### src/rtl/ifetch_pkg.sv
// Shared types and constants for the instruction prefetcher.
package ifetch_pkg;

  // Prefetcher control states.
  typedef enum logic [1:0] {
    IDLE,
    FETCH,
    DRAIN
  } state_e;

  localparam int unsigned InstW = 32;
  localparam int unsigned PcInc = 4;

endpackage

### src/rtl/ifetch_fifo.sv
// Prefetch buffer: registered FIFO with synchronous flush and occupancy output.
// Flush beats any same-cycle push or pop.
module ifetch_fifo #(
  parameter int unsigned DEPTH = 4,
  parameter int unsigned WIDTH = 64
) (
  input  logic                     clk,
  input  logic                     rst,
  input  logic                     flush,
  input  logic                     push,
  input  logic [WIDTH-1:0]         wdata,
  input  logic                     pop,
  output logic [WIDTH-1:0]         rdata,
  output logic [$clog2(DEPTH):0]   count
);

  localparam int unsigned PtrW = $clog2(DEPTH);
  localparam int unsigned CntW = PtrW + 1;

  logic [WIDTH-1:0] mem_q [DEPTH];
  logic [PtrW-1:0]  wr_ptr_q, rd_ptr_q;
  logic [CntW-1:0]  count_q;
  logic             do_push, do_pop;

  // Guard against popping empty / pushing full; a pop frees a slot for a push.
  always_comb begin
    do_pop  = pop && (count_q != '0);
    do_push = push && ((count_q != CntW'(DEPTH)) || do_pop);
  end

  // Storage, pointers and occupancy; pointers wrap naturally as DEPTH is a power of 2.
  always_ff @(posedge clk or posedge rst) begin
    if (rst) begin
      wr_ptr_q <= '0;
      rd_ptr_q <= '0;
      count_q  <= '0;
      for (int i = 0; i < int'(DEPTH); i++) begin
        mem_q[i] <= '0;
      end
    end else if (flush) begin
      wr_ptr_q <= '0;
      rd_ptr_q <= '0;
      count_q  <= '0;
    end else begin
      if (do_push) begin
        mem_q[wr_ptr_q] <= wdata;
        wr_ptr_q        <= wr_ptr_q + 1'b1;
      end
      if (do_pop) begin
        rd_ptr_q <= rd_ptr_q + 1'b1;
      end
      count_q <= count_q + CntW'(do_push) - CntW'(do_pop);
    end
  end

  assign rdata = mem_q[rd_ptr_q];
  assign count = count_q;

endmodule

### src/rtl/ifetch_prefetch.sv
// Instruction prefetcher: issues sequential word fetches, buffers in-order
// responses for decode and discards stale responses after a redirect.
module ifetch_prefetch
  import ifetch_pkg::*;
#(
  parameter int unsigned       ADDR_W   = 32,
  parameter int unsigned       DEPTH    = 4,
  parameter logic [ADDR_W-1:0] RESET_PC = '0
) (
  input  logic                    clk,
  input  logic                    rst,
  output logic                    imem_req_valid,
  output logic [ADDR_W-1:0]       imem_req_addr,
  input  logic                    imem_req_ready,
  input  logic                    imem_rsp_valid,
  input  logic [InstW-1:0]        imem_rsp_data,
  input  logic                    redirect_valid,
  input  logic [ADDR_W-1:0]       redirect_pc,
  output logic                    if_valid,
  output logic [ADDR_W-1:0]       if_pc,
  output logic [InstW-1:0]        if_inst,
  input  logic                    if_ready,
  output logic [$clog2(DEPTH):0]  buf_count
);

  localparam int unsigned CntW = $clog2(DEPTH) + 1;
  localparam int unsigned SumW = CntW + 1;
  localparam int unsigned EntW = ADDR_W + InstW;

  state_e            state_q, state_d;
  logic [ADDR_W-1:0] fetch_pc_q, fetch_pc_d;
  logic [ADDR_W-1:0] rsp_pc_q, rsp_pc_d;
  logic [CntW-1:0]   outst_q, outst_d;
  logic [CntW-1:0]   drop_q, drop_d;

  logic [SumW-1:0]   occ_sum;
  logic [ADDR_W-1:0] redirect_aligned;
  logic              req_fire, rsp_drop;
  logic              fifo_push, fifo_pop, fifo_flush;
  logic [EntW-1:0]   fifo_rdata;

  // Next-state, request gating and buffer control.
  always_comb begin
    state_d          = state_q;
    fetch_pc_d       = fetch_pc_q;
    rsp_pc_d         = rsp_pc_q;
    drop_d           = drop_q;
    redirect_aligned = redirect_pc & ~ADDR_W'(3);

    // Outstanding includes requests whose responses will be dropped, so the
    // buffer can never overflow regardless of drop state.
    occ_sum        = {1'b0, buf_count} + {1'b0, outst_q};
    imem_req_valid = (state_q != IDLE) && (occ_sum < SumW'(DEPTH));
    req_fire       = imem_req_valid && imem_req_ready;
    rsp_drop       = (drop_q != '0);
    outst_d        = outst_q + CntW'(req_fire) - CntW'(imem_rsp_valid);

    fifo_pop   = if_valid && if_ready;
    fifo_flush = redirect_valid;
    fifo_push  = imem_rsp_valid && !rsp_drop && !redirect_valid;

    if (req_fire) begin
      fetch_pc_d = fetch_pc_q + ADDR_W'(PcInc);
    end
    if (fifo_push) begin
      rsp_pc_d = rsp_pc_q + ADDR_W'(PcInc);
    end
    if (imem_rsp_valid && rsp_drop) begin
      drop_d = drop_q - 1'b1;
    end

    unique case (state_q)
      IDLE:    state_d = FETCH;
      FETCH:   state_d = FETCH;
      DRAIN:   if (drop_d == '0) state_d = FETCH;
      default: state_d = IDLE;
    endcase

    // Everything still in flight after this cycle belongs to the old stream.
    if (redirect_valid) begin
      fetch_pc_d = redirect_aligned;
      rsp_pc_d   = redirect_aligned;
      drop_d     = outst_d;
      if (state_q != IDLE) begin
        state_d = (outst_d != '0) ? DRAIN : FETCH;
      end
    end
  end

  // State and counter registers.
  always_ff @(posedge clk or posedge rst) begin
    if (rst) begin
      state_q    <= IDLE;
      fetch_pc_q <= RESET_PC;
      rsp_pc_q   <= RESET_PC;
      outst_q    <= '0;
      drop_q     <= '0;
    end else begin
      state_q    <= state_d;
      fetch_pc_q <= fetch_pc_d;
      rsp_pc_q   <= rsp_pc_d;
      outst_q    <= outst_d;
      drop_q     <= drop_d;
    end
  end

  ifetch_fifo #(
    .DEPTH (DEPTH),
    .WIDTH (EntW)
  ) u_fifo (
    .clk   (clk),
    .rst   (rst),
    .flush (fifo_flush),
    .push  (fifo_push),
    .wdata ({rsp_pc_q, imem_rsp_data}),
    .pop   (fifo_pop),
    .rdata (fifo_rdata),
    .count (buf_count)
  );

  // Buffer head drives decode directly.
  always_comb begin
    imem_req_addr     = fetch_pc_q;
    if_valid          = (buf_count != '0);
    {if_pc, if_inst}  = fifo_rdata;
  end

endmodule

### config.mk
export PLATFORM = sky130hd
export DESIGN_NAME = ifetch_prefetch
export DESIGN_NICKNAME = d
export VERILOG_FILES = /design/src/rtl/ifetch_pkg.sv /design/src/rtl/ifetch_fifo.sv /design/src/rtl/ifetch_prefetch.sv
export SDC_FILE = /design/constraint.sdc
export NUM_CORES = 1
export LEC_CHECK = 0
export BUFFER_PORTS_ARGS = -buffer_cell sky130_fd_sc_hd__buf_2
export CAP_MARGIN = 20
export CELL_PAD_IN_SITES_DETAIL_PLACEMENT = 1
export CELL_PAD_IN_SITES_GLOBAL_PLACEMENT = 1
export CORE_ASPECT_RATIO = 1.1
export CORE_MARGIN = 4
export CORE_UTILIZATION = 49
export DETAILED_ROUTE_END_ITERATION = 12
export GPL_TIMING_DRIVEN = 1
export PLACE_DENSITY_LB_ADDON = 0.1
export SYNTH_ARGS = -nofsm -noshare
export SYNTH_HDL_FRONTEND = slang
export SYNTH_SLANG_ARGS = --single-unit
### constraint.sdc
create_clock -name clk -period 15.6 [get_ports clk]
set_clock_uncertainty 0.15 [all_clocks]
set_input_delay 2.34 -clock clk [delete_from_list [all_inputs] [get_ports clk]]
set_output_delay 2.34 -clock clk [all_outputs]
set_load 0.01 [all_outputs]
Word-level counts from Yosys, hierarchy flattened:

Index checks and enable logic that the tools add are counted.

* bits in registers: 335
* latch bits: 0
* memory bits (writable): 0
* memory bits (read-only): 0
* input bits: 70
* output and inout port bits: 101
* logic and storage cells: 78
* memories: 0

* add/subtract/negate cells: 10
* multiply operators: 0
* divide/modulo/power cells: 0
* order comparisons: 4
* eq/ne operators: 3
* shifts and indexed selects: 0
* multiplexer cells: 22
* bitwise logic cells: 3
* reductions and logical operators: 24

Operators by type and width (number)
* bitwise mux 256 bit: 1
* two-way mux 64 bit: 3
* binary-select mux 64 bit (select 2 bit): 1
* demux 64 bit (select 2 bit): 1
* two-way mux 32 bit: 4
* adder 32 x 3 -> 32 bit, second input constant: 2
* two-way mux 2 bit: 8
* nonzero test 2 bit: 5
* logical AND 1 bit: 9
* two-way mux 3 bit: 3
* nonzero test 3 bit: 3
* adder 3 x 1 -> 3 bit: 2
* >= comparator 3 bit, second input constant: 2
* inverter 2 -> 3 bit: 2
* subtractor 3 x 1 -> 3 bit: 2
* adder 2 x 1 -> 2 bit, second input constant: 2
* adder 3 x 3 -> 4 bit: 1
* < comparator 4 x 3 -> 1 bit, second input constant: 1
* case mux 2 bit (2 select lines): 1
* logical NOT 3 bit: 1
* < comparator 3 x 1 -> 1 bit, second input constant: 1
* != test 3 bit, second input constant: 1
* subtractor 3 x 1 -> 3 bit, second input constant: 1
* equality test 2 x 1 -> 1 bit, second input constant: 1
* other kinds (7): 8

Depth between registers and ports, before layout:

* word-level depth: 10
* depth in mapped cells: 13
* gate-level depth less buffers: 12

Cells and area by module:

From an unflattened synthesis, not the netlist that was laid out.

* cell total of the unflattened synthesis: 1123
* area, all modules: 16335.7 um2

By module, submodules not included
* ifetch_fifo: times used 1, cells an instance 663, area an instance 12091.6 um2, sequential area each 6581.3 um2
* ifetch_prefetch: times used 1, cells an instance 460, area an instance 4244.1 um2, sequential area each 1701.6 um2

Worst setup path before layout:

OpenSTA, ideal clock, no wires.

* path kind: in2reg
* start: in imem_req_ready
* end: reg state_q[1]
* setup time: 120 ps
* arrival time: 4204 ps
* required time: 15330 ps
* path slack: 11126 ps
* cell stages on the path: 11
* buffers on the path: 1
* cell sequence: nor4b_4 -> inv_2 -> buf_6 -> ha_1 -> inv_1 -> ha_1 -> fa_1 -> xnor2_1 -> nor3_1 -> nor2_1 -> and3_1

* longest elaborated chain between the ends: 7

RTL lines
* from (decl): RTL line ifetch_prefetch.sv:14 `input logic imem_req_ready,`
* logical AND 1 bit: RTL line ifetch_prefetch.sv:54 `req_fire = imem_req_valid && imem_req_ready;`
* adder 3 x 1 -> 3 bit: RTL line ifetch_prefetch.sv:56 `outst_d = outst_q + CntW'(req_fire) - CntW'(imem_rsp_valid);`
* subtractor 3 x 1 -> 3 bit: RTL line ifetch_prefetch.sv:56
* net outst_d[2]: RTL line ifetch_prefetch.sv:33 `logic [CntW-1:0] outst_q, outst_d;`
* nonzero test 3 bit: RTL line ifetch_prefetch.sv:85 `state_d = (outst_d != '0) ? DRAIN : FETCH;`
* two-way mux 2 bit: RTL line ifetch_prefetch.sv:85
* two-way mux 2 bit: RTL line ifetch_prefetch.sv:84 `if (state_q != IDLE) begin`
* two-way mux 2 bit: RTL line ifetch_prefetch.sv:80 `if (redirect_valid) begin`
* net state_d[1]: RTL line ifetch_prefetch.sv:30 `state_e state_q, state_d;`
* to (signal assigned): RTL line ifetch_prefetch.sv:99 `state_q <= state_d;`
* to (decl): RTL line ifetch_prefetch.sv:30

The timed path passes the listed nets, and every way through them passes these cells.
A chain may end at the register's enable or synchronous reset.

Worst setup path after layout:

* start: reg u_fifo.rd_ptr_q[0]
* end: out if_pc[11]

* longest elaborated chain between the ends: 4

RTL lines
* from (decl): RTL line ifetch_fifo.sv:21 `logic [PtrW-1:0] wr_ptr_q, rd_ptr_q;`
* from (signal assigned): RTL line ifetch_fifo.sv:50 `rd_ptr_q <= rd_ptr_q + 1'b1;`
* inverter 2 -> 3 bit (implied by the code): RTL line ifetch_fifo.sv:56 `assign rdata = mem_q[rd_ptr_q];`
* binary-select mux 64 bit (select 2 bit): RTL line ifetch_fifo.sv:56
* two-way mux 64 bit (implied by the code) (2 in a row): RTL line ifetch_fifo.sv:56
* to (decl): RTL line ifetch_prefetch.sv:20 `output logic [ADDR_W-1:0] if_pc,`

No other way between the ends. The select of a mux whose other input is x is not followed.

==> impl_results.md <==
- First-pass GRT wire length: 56200 µm
- Avg Inst Size Synth: 14.4 µm²
- Met3 global-route usage: 0.0323
- Clk slew on worst S/H paths: ~60 ps
- Die H: approximately 190 µm
- Clock Tree Buf Depth: 3
- Placement Cell Area: 16200 µm²
- Layout cells sized above 1: 0.475
- Post-CTS Setup Inserts: 0
- Status: finished clean
- Min-Delay Startpoint: u_fifo.mem_q[64]
- Core Box Area: ~30000 µm²
- Total GRT Usage: 0.207
- Die X: about 180 µm
- Final Hold Viols: 0
- Post-synthesis async set-or-reset flop share: 1.00
- Max Freq: 186 MHz
- Via density: 5.62
- FP Rows: 67
- CP Max Fanout: 36
- Top cell type's share of synthesized area: 0.534
- Worst vdd ir: 0.0790 mV
- YS warnings: 0
- Largest net degree at the start of global routing: between 100 and 150
- Post-synth EDFFs: 0
- 1st-iter DRT viols: between 300 and 400
- Post-route cell area: 17300 µm²
- Post-DRT Antenna Nets: 0
- Max_cap viols: 0
- Post-synthesis register bit count: approximately 320
- Routed wire length per instance: 21.2 µm
- Total gr overflow: 0
- Synthesized instance count: between 1000 and 1500
- Final Cycle Share: 0.345
- Final count of pins violating max slew: 0
- Total Wirelength: around 35000 µm
- Vias in the first global route: 10107
- CP Capture Type: output pin
- # port buffers: roughly 160
- Pwr dens: approximately 160 nW/µm²
- Post-synth top cells: dfrtp_1, mux2_2, mux4_2
- Worst-Skew Late Latency: 510 ps
- Fin crit period: roughly 5400 ps
- Count leader, synth: dfrtp_1
- Initial antenna violation count: 0
- Post-route DRC: 0
- Routed via count: between 9000 and 10000
- Required @ worst endpoint: around 13000 ps
- Hold Path Class: flip-flop to flip-flop
- TritonCTS clock tree: built
- ANT cells: 0
- Unrepaired setup endpoints after global routing: false
- Leakage Power: between 0.008 and 0.009 µW
- Clock root buffer: clkbuf_16
- Final core occ: 0.570
- PostCTS Resize Cnt: 0
- Synth cell types: between 50 and 60
- Final setup fails: 0
- Top post-synthesis cells by area: dfrtp_1, mux2_2, mux4_2
- Post-synthesis sequential area ratio: 0.534
- Synth Flop Type: dfrtp_1
- Startpoint type of the worst setup path: flip-flop
- H-tree levels: 2
- Mapped Area: roughly 15000 µm²
- Synth-to-Final Area Change: 14.6%
- Die area: around 34000 µm²
- R2r startpoint: drop_q[0]
- Met1 Resource Use GR: 0.293
- Final setup TNS: 0 ps
- Met2 usage: 0.346
- 1st-pass router iterations: 4
- Hold Buf Count CTS: 0
- CTS buffer count: 35
- Rel. slew slack: 0.259
- Dpl hpwl: roughly 22000 µm
- Io pins: ~170
- # clock sinks: 323
- Initial Utilization: 0.497
- Final Wtd Congestion: 0.778
- Busiest metal layer after global routing: met2
- Nets: between 1000 and 1500
- CP arrival: between 2000 and 3000 ps
- Critical Path Source: u_fifo.rd_ptr_q[0]
- Critical path type: flip-flop to output pin
- Synth area leader: dfrtp_1
- Actual slew at the worst max-slew pin: around 1100 ps
-- worst paths after layout --
check                                          end  slack [ps]  depth (start not counted)
worst max-delay path                     if_pc[11]       10220                          3
worst min-delay path              u_fifo.mem_q[64]         350                          1
worst max register to register   u_fifo.mem_q[122]       11910                          7
worst min register to register    u_fifo.mem_q[64]         350                          1
max in group asynchronous       u_fifo.rd_ptr_q[0]       11980                          3
min in group asynchronous        u_fifo.mem_q[144]        1850                          2
-- cell type report --
cell class / count / area, µm²
clock buffer: 51 / 1050
multi-input combinational: 636 / 6580
inverter: 21 / 86.3
sequential: 323 / 8090
clock inverter: 9 / 120
tap: 414 / 518
timing repair buffer: 175 / 903
fill: 3000 / 13100
-- stage by stage --
step | worst slack [ps] | instances | total power (µW) | hold WS, ps
after CTS | 10070 | 1629 | 2740 | 353
after global routing | 9970 | 1629 | 2850 | 361
after floorplan | 4170 | 1053 | 1610 | 325
after global placement | 10050 | 1569 | 1850 | 334
final | 10220 | 1629 | 2690 | 350
after detailed placement | 10020 | 1569 | 1880 | 341
-- critical path: stages (launching register included) --
cell	delay, ps
dfrtp_4	840
buf_4	730
mux4_2	640
buf_2	160
-- cells by family after synthesis --
logic type,Yosys count,share of synthesized area
fa+ha+maj,16,0.0142
buf+inv,94,0.0321
mux,333,0.294
xor+xnor,60,0.0347
flops,323,0.534
compound gates,53,0.0247
other cells,1,0.000248
simple gates,170,0.0664
-- where the power goes --
group,internal [µW],switching [µW],total [µW]
combinational,396,345,742
sequential,983,125,1110
clock,514,327,841
-- layer usage --
layer / routed length, µm / share of wire
met1: 15800 / 0.46
met2: 16700 / 0.48
met3: 1570 / 0.045
met4: 490 / 0.014
met5: 0 / 0
-- registers in the layout, indices dropped and copies added, names as in the netlist --
signal / flops
u_fifo.rd_ptr_q: 2
outst_q: 3
rsp_pc_q: 30
imem_req_addr: 30
state_q: 2
u_fifo.wr_ptr_q: 2
drop_q: 3
u_fifo.mem_q: 248
u_fifo.count: 3
-- cells in the final DEF (no fill, tap or decap), types with 4 or more instances in the layout --
cell and instances:
dfrtp_1 321, mux2_2 268, buf_2 164, mux4_2 62, clkbuf_16 37, xnor2_1 31
xor2_1 29, nand3_1 28, nand2_1 25, a21boi_0 24, nor2_1 22, inv_1 18
nand2b_1 16, nor3_1 14, ha_1 14, a21oi_1 13, nand4_1 13, and3_1 11
buf_4 11, nor4_1 7, clkbuf_1 7, clkbuf_8 7, and4_1 6, clkinv_2 6
and2_2 4, conb_1 4
No activity file was read; power rests on OpenSTA's default activity.
